**src/rtl/fetch_unit.sv**
```systemverilog
// Instruction fetch stage: requests one word at a time, holds it for decode,
// and steps the PC by 4 or by the branch offset when the held instruction retires.
module fetch_unit #(
    parameter logic [31:0] RESET_PC = 32'h0000_0000
) (
    input  logic        clk,
    input  logic        rst,
    output logic        imem_req,
    output logic [31:0] imem_addr,
    input  logic        imem_ack,
    input  logic [31:0] imem_rdata,
    output logic [31:0] instr,
    output logic [31:0] pc,
    output logic        instr_valid,
    input  logic        instr_ready,
    input  logic        pcsrc,
    input  logic [31:0] immext,
    output logic        fault,
    output logic [31:0] retired
);

    typedef enum logic [1:0] {
        FETCH = 2'd0,
        HOLD  = 2'd1,
        FAULT = 2'd2
    } state_t;

    state_t      state;
    logic [31:0] fetch_pc;
    logic [31:0] next_pc;

    assign next_pc   = pcsrc ? (pc + immext) : (pc + 32'd4);
    assign imem_addr = fetch_pc;

    // imem_req is a register so it stays low during reset and rises on the
    // first edge after reset; an ack only counts once the request is visible.
    always_ff @(posedge clk or posedge rst) begin
        if (rst) begin
            state       <= FETCH;
            fetch_pc    <= RESET_PC;
            pc          <= RESET_PC;
            instr       <= 32'h0000_0013;
            instr_valid <= 1'b0;
            fault       <= 1'b0;
            retired     <= '0;
            imem_req    <= 1'b0;
        end else begin
            case (state)
                FETCH: begin
                    if (imem_req && imem_ack) begin
                        instr       <= imem_rdata;
                        pc          <= fetch_pc;
                        imem_req    <= 1'b0;
                        instr_valid <= 1'b1;
                        state       <= HOLD;
                    end else begin
                        imem_req    <= 1'b1;
                    end
                end
                HOLD: begin
                    if (instr_ready) begin
                        retired     <= retired + 32'd1;
                        instr_valid <= 1'b0;
                        if (next_pc[1:0] == 2'b00) begin
                            fetch_pc <= next_pc;
                            imem_req <= 1'b1;
                            state    <= FETCH;
                        end else begin
                            fault    <= 1'b1;
                            state    <= FAULT;
                        end
                    end
                end
                FAULT: begin
                    imem_req    <= 1'b0;
                    instr_valid <= 1'b0;
                    fault       <= 1'b1;
                end
                default: begin
                    imem_req    <= 1'b0;
                    instr_valid <= 1'b0;
                    fault       <= 1'b1;
                    state       <= FAULT;
                end
            endcase
        end
    end

endmodule

```
**config.mk**
```make
export PLATFORM = sky130hd
export DESIGN_NAME = fetch_unit
export DESIGN_NICKNAME = d
export VERILOG_FILES = /design/src/rtl/fetch_unit.sv
export SDC_FILE = /design/constraint.sdc
export NUM_CORES = 1
export LEC_CHECK = 0
export ABC_CLOCK_PERIOD_IN_PS = 6400
export CORE_AREA = 2 2 125 127
export CTS_BUF_LIST = sky130_fd_sc_hd__clkbuf_8
export DETAILED_ROUTE_END_ITERATION = 16
export DIE_AREA = 0 0 127 129
export PLACE_DENSITY = 0.81
export REMOVE_ABC_BUFFERS = 1
export SLEW_MARGIN = 30
export SYNTH_ARGS = -nofsm -noshare
export SYNTH_HDL_FRONTEND = slang
export SYNTH_SLANG_ARGS = --single-unit
```
**constraint.sdc**
```tcl
create_clock -name clk -period 6.4 [get_ports clk]
set_input_delay 1.28 -clock clk [delete_from_list [all_inputs] [get_ports clk]]
set_output_delay 1.28 -clock clk [all_outputs]
set_load 0.05 [all_outputs]
```
Yosys cells after proc, flatten, opt, wreduce, memory -nomap -nowiden
Index checks and enable logic that the tools add are counted.
Storage, ports and cells
  memories kept: 0
  memory bits (writable): 0
  bits in latches: 0
  flip-flop bits (word level): 133
  ROM bits: 0
  output and inout bits: 131
  word-level logic and storage cells: 44
  input bits: 69
Operators by class
  eq/ne operators: 6
  $mul: 0
  div/mod/pow operators: 0
  bitwise logic cells: 2
  reductions and logical operators: 10
  $add $sub $neg: 3
  muxes and demuxes: 15
  order comparisons: 0
  shift-type cells: 0
Operators with widths (count)
  32-bit by 1-bit adder with 32-bit output, second input constant: 1
  32-bit by 3-bit adder with 32-bit output, second input constant: 1
  32-bit adder: 1
  32-bit two-way mux: 1
  3-bit AND reduction: 3
  2-bit inequality test, second input constant: 4
  2-bit AND reduction: 4
  1-bit two-way mux: 7
  2-bit two-way mux: 3
  1-bit one-hot mux with 2 select lines: 3
  2-bit one-hot mux with 3 select lines: 1
  2-bit logical NOT: 2
  2-bit by 1-bit equality test with 1-bit output, second input constant: 1
  2-bit equality test, second input constant: 1
  1-bit NOT: 2
  1-bit logical AND: 1

Logic depth before layout (Yosys ltp)
  depth in word-level cells: 6
  mapped depth: 11
  gate-level depth less buffers: 10

Worst setup path after synthesis
OpenSTA, ideal clock, no wires.
  path type: input to register
  start: input port immext[0]
  end: register fetch_pc[26], in the netlist imem_addr[26]
  required time: 6305 ps
  setup time: 95 ps
  path buffers: 0
  data arrival time: 3510 ps
  cell stages on the path: 10
  slack: 2795 ps
  path through: ha_1 fa_1 a211oi_1 o211ai_2 a211oi_2 o21ai_2 a21oi_2 o21ai_0 nor3b_1 o31ai_1
On the way
  longest elaborated chain between the ends: 4
RTL lines
  start: declaration: line 17  | input logic [31:0] immext,
  32-bit adder (*): line 32  | assign next_pc = pcsrc ? (pc + immext) : (pc + 32'd4);
  32-bit two-way mux (*): line 32
  2-bit logical NOT: line 64  | if (next_pc[1:0] == 2'b00) begin
  3-bit AND reduction (no source line)
  end signal: assignment: line 65  | fetch_pc <= next_pc;
  end: declaration: line 29  | logic [31:0] fetch_pc;
Mark *: on every way between the ends. The rest lies on a longest branch, timed or not.
A chain may end at the register's enable or synchronous reset.

Worst setup path after layout
Same ends and word-level chain as after synthesis.

==> run metrics <==
synthesis-stage register bit count between 100 and 150; Rows 45; Setup Viol. Count Final 0; complex-gate fraction of the synthesized area 0.1341; final count of hold timing violations 0; switching power total 0.4203 mW; worst-margin pin slew about 0.74 ns; Startpoint Class primary input; clock insertion delay at the later pin of the skew report 0.45 ns; WP data arrival about 4.4 ns; initial DRC count 499; fillers roughly 1200; slowest stage delay, CP 0.43 ns; post-route setup slack 2.354 ns; Synth-to-Final Area Change 34.07%; cell-internal power approximately 1.3 mW; Synth cell types 70; Reg power frac 0.496; CTS Buf Count 17; Setup CP Type in -> reg; skew final 0.008621 ns; cts repair resizes 0; worst min path class reg -> reg; GRT Total Usage 0.2506; # clock sinks 133; Sw Ratio 0.2485; Synth Area in Simple Gates 0.1409; outcome completed; H-tree depth 4; Seq/Total Area, Yosys 0.4441; initial cell density of the core 0.5010; number of I/O pins 200; Clock Path Buffers 2; synthesized area 7503 um2; Crit Path Max Fanout 6; Max Clk Rate roughly 250 MHz; Synth top cells by count 130 x dfrtp_1, 63 x mux2_2, 55 x nand2_1; Logic pwr share 0.072; Data required, critical path 6.76 ns; number of global-route vias before repair 6392; post-layout min period 4.046 ns; Placer Congestion 0.9341; vias 6424; Final Cell Area 10060 um2; largest net degree at the start of global routing 52; Die H 129 um; Synth area leader dfrtp_1; setup bufs post-CTS 0; top_reg_cell synth dfrtp_1; synthesis warning total 0; DIE AREA between 15000 and 20000 um2; Vias/cell 5.725; DRT Pass-1 Iters 5; nature of the critical path endpoint flip-flop; pwr/cell area 168.1 nW/um2; mean post-synth cell area 10.41 um2; clock transition at the registers of the reported paths approximately 0.08 ns; Final Net Count 1024; worst reg2reg path depth 10; CTS tree yes; Mapped Cells between 700 and 800; Port Buffer Count 199; Synth async-reset ratio 1.000; hold_buf cts 0; share of cells above drive strength 1 0.1370; mux cell area share after synthesis 0.09988; Worst VDD drop 0.1211 mV; WL final 19930 um; Worst slew margin 0.5070; RSZ-0062 raised after global routing no; Routed Antenna Nets 0; flop2flop setup slack around 3.1 ns; main combinational cell family by area after synthesis simple AND/OR/NAND/NOR gates; Synth area leaders dfrtp_1 43%, mux2_2 9.5%, xnor2_1 5.8%, ha_1 5.5%, xor2_1 3.9%; Crit path max-delay family compound AO/OA/AOI/OAI gates; WL per Instance around 18 um; max_cap viols 0; post-synth top area share 0.4336; CTS root buffer clkbuf_8; Post-synth EDFFs 0; hold depth 1; min-delay src retired[31]; Post-Synth Adder-Cell Area 0.05770; Hold Crit Endpoint retired[31]; Slew Limit Fails 0; xor-xnor portion of the synthesized cell area 0.09688; slowest CP cell fa_1; Worst Path Buf+Inv 1; Die Width 127 um; Tcrit/Tclk final 0.6321; worst-path cell chain clkdlybuf4s50_1 > ha_1 > fa_1 > a211oi_1 > o211ai_2 > a211oi_2 > o21ai_2 > a21oi_2 > o21ai_0 > nor3b_1 > o31ai_1; initial antenna violation count 0; core area 14980 um2; diode count 0; most common cell in the synthesized netlist dfrtp_1; worst flop-to-flop path endpoint imem_addr[26]; DRC Markers 0; reg2reg start pc[0]; clock network power share 0.432; TNS Setup 0 ns; placed wire-length estimate ~15000 um; grt total ovfl 0; LEAKAGE 4.529 nW; Placed Area 9649 um2; pre-CTS WS 2.001 ns; first-pass GRT wire length about 32000 um
[layout by cell type, fill, tap and decap left out, types with 4 or more instances in the layout]
cell type and instances:
and4_1 8, dfrtp_1 130, xor2_1 33, clkinv_4 4, mux2i_1 4, nor2_1 47, a21oi_1 48, and3_1 9
inv_1 13, buf_4 7, a21o_1 18, xnor2_1 50, o21ai_0 34, nand3_1 28, nor3_1 12, nand4_1 19
a22oi_1 4, clkdlybuf4s50_1 199, ha_1 33, clkbuf_8 19, nand2_1 55, o21ai_1 5, a31oi_1 4, nor2b_1 4
a211oi_1 6, o211ai_1 5, mux2_2 63
[worst register-to-register path, stage by stage (launching register included)]
cell and delay (ns):
dfrtp_1 0.44, ha_1 0.26, fa_1 0.43, a211oi_1 0.43, o211ai_2 0.20, a211oi_2 0.35, o21ai_2 0.11, a21oi_2 0.32
o21ai_0 0.24, nor3b_1 0.19, o31ai_1 0.21
[area by class of cell]
class | count | area [um2] | share of cell area
flip-flops and latches | 133 | 3332 | 0.3312
clock buffers | 19 | 261.5 | 0.02600
repair buffers | 206 | 2044 | 0.2032
multi-input cells | 549 | 3983 | 0.3959
clock inverters | 13 | 148.9 | 0.01480
inverters | 14 | 55.05 | 0.005473
well taps | 188 | 235.2 | 0.02338
[registers in the layout (all words and copies together) (netlist names)]
register and flops:
instr 32, imem_req 1, state 2, imem_addr 32
fault 1, retired 32, instr_valid 1, pc 32
[how the worst max path moves through the flow]
stage / slack (ns) / endpoint / startpoint / depth (start not counted)
floorplan: -0.16 / instr[0] / imem_ack / 3
global placement: 2.07 / imem_addr[26] / immext[0] / 11
detailed placement: 2.00 / imem_addr[26] / immext[0] / 11
CTS: 2.44 / imem_addr[26] / immext[0] / 11
global route: 2.29 / imem_addr[26] / immext[0] / 11
finish: 2.35 / imem_addr[26] / immext[0] / 11
[kinds of logic (layout without fill, tap and decap cells)]
family	Yosys count	after routing
AND/OR/NAND/NOR	209	209
flip-flops	133	133
buffers and inverters	39	252
multiplexers	67	67
AO/OA/AOI/OAI	156	156
XOR/XNOR	83	83
adder cells (fa/ha/maj)	34	34
[metrics by stage]
stage	hold slack [ns]	utilization	power, mW	instances
floorplan	0.4768	-	0.9121	696
global placement	0.4588	0.6443	0.9758	1090
detailed placement	0.4590	0.6443	0.9773	1090
CTS	0.4766	0.6717	1.704	1122
global route	0.5094	0.6717	1.760	1122
finish	0.4739	0.6717	1.691	1122
[metal layers]
layer  track usage  share of wire  vias to the layer above
met1        0.3177           0.42                     3083
met2        0.4080           0.47                      289
met5             0              0                        -
met4       0.08403          0.020                        0
met3       0.08233          0.087                       37
li1              -              -                     3015
[power groups by stage]
| stage | logic (mW) | registers, mW | clock network, mW |
|---|---|---|---|
| 6_report | 0.122 | 0.840 | 0.730 |
| 3_5_place_dp | 0.121 | 0.856 | 0 |
| 4_1_cts | 0.122 | 0.840 | 0.742 |
| 3_3_place_gp | 0.120 | 0.856 | 0 |
| 5_1_grt | 0.134 | 0.840 | 0.787 |
| 2_1_floorplan | 0.0557 | 0.856 | 0 |
Note: power is estimated with default switching activity, not from simulation.
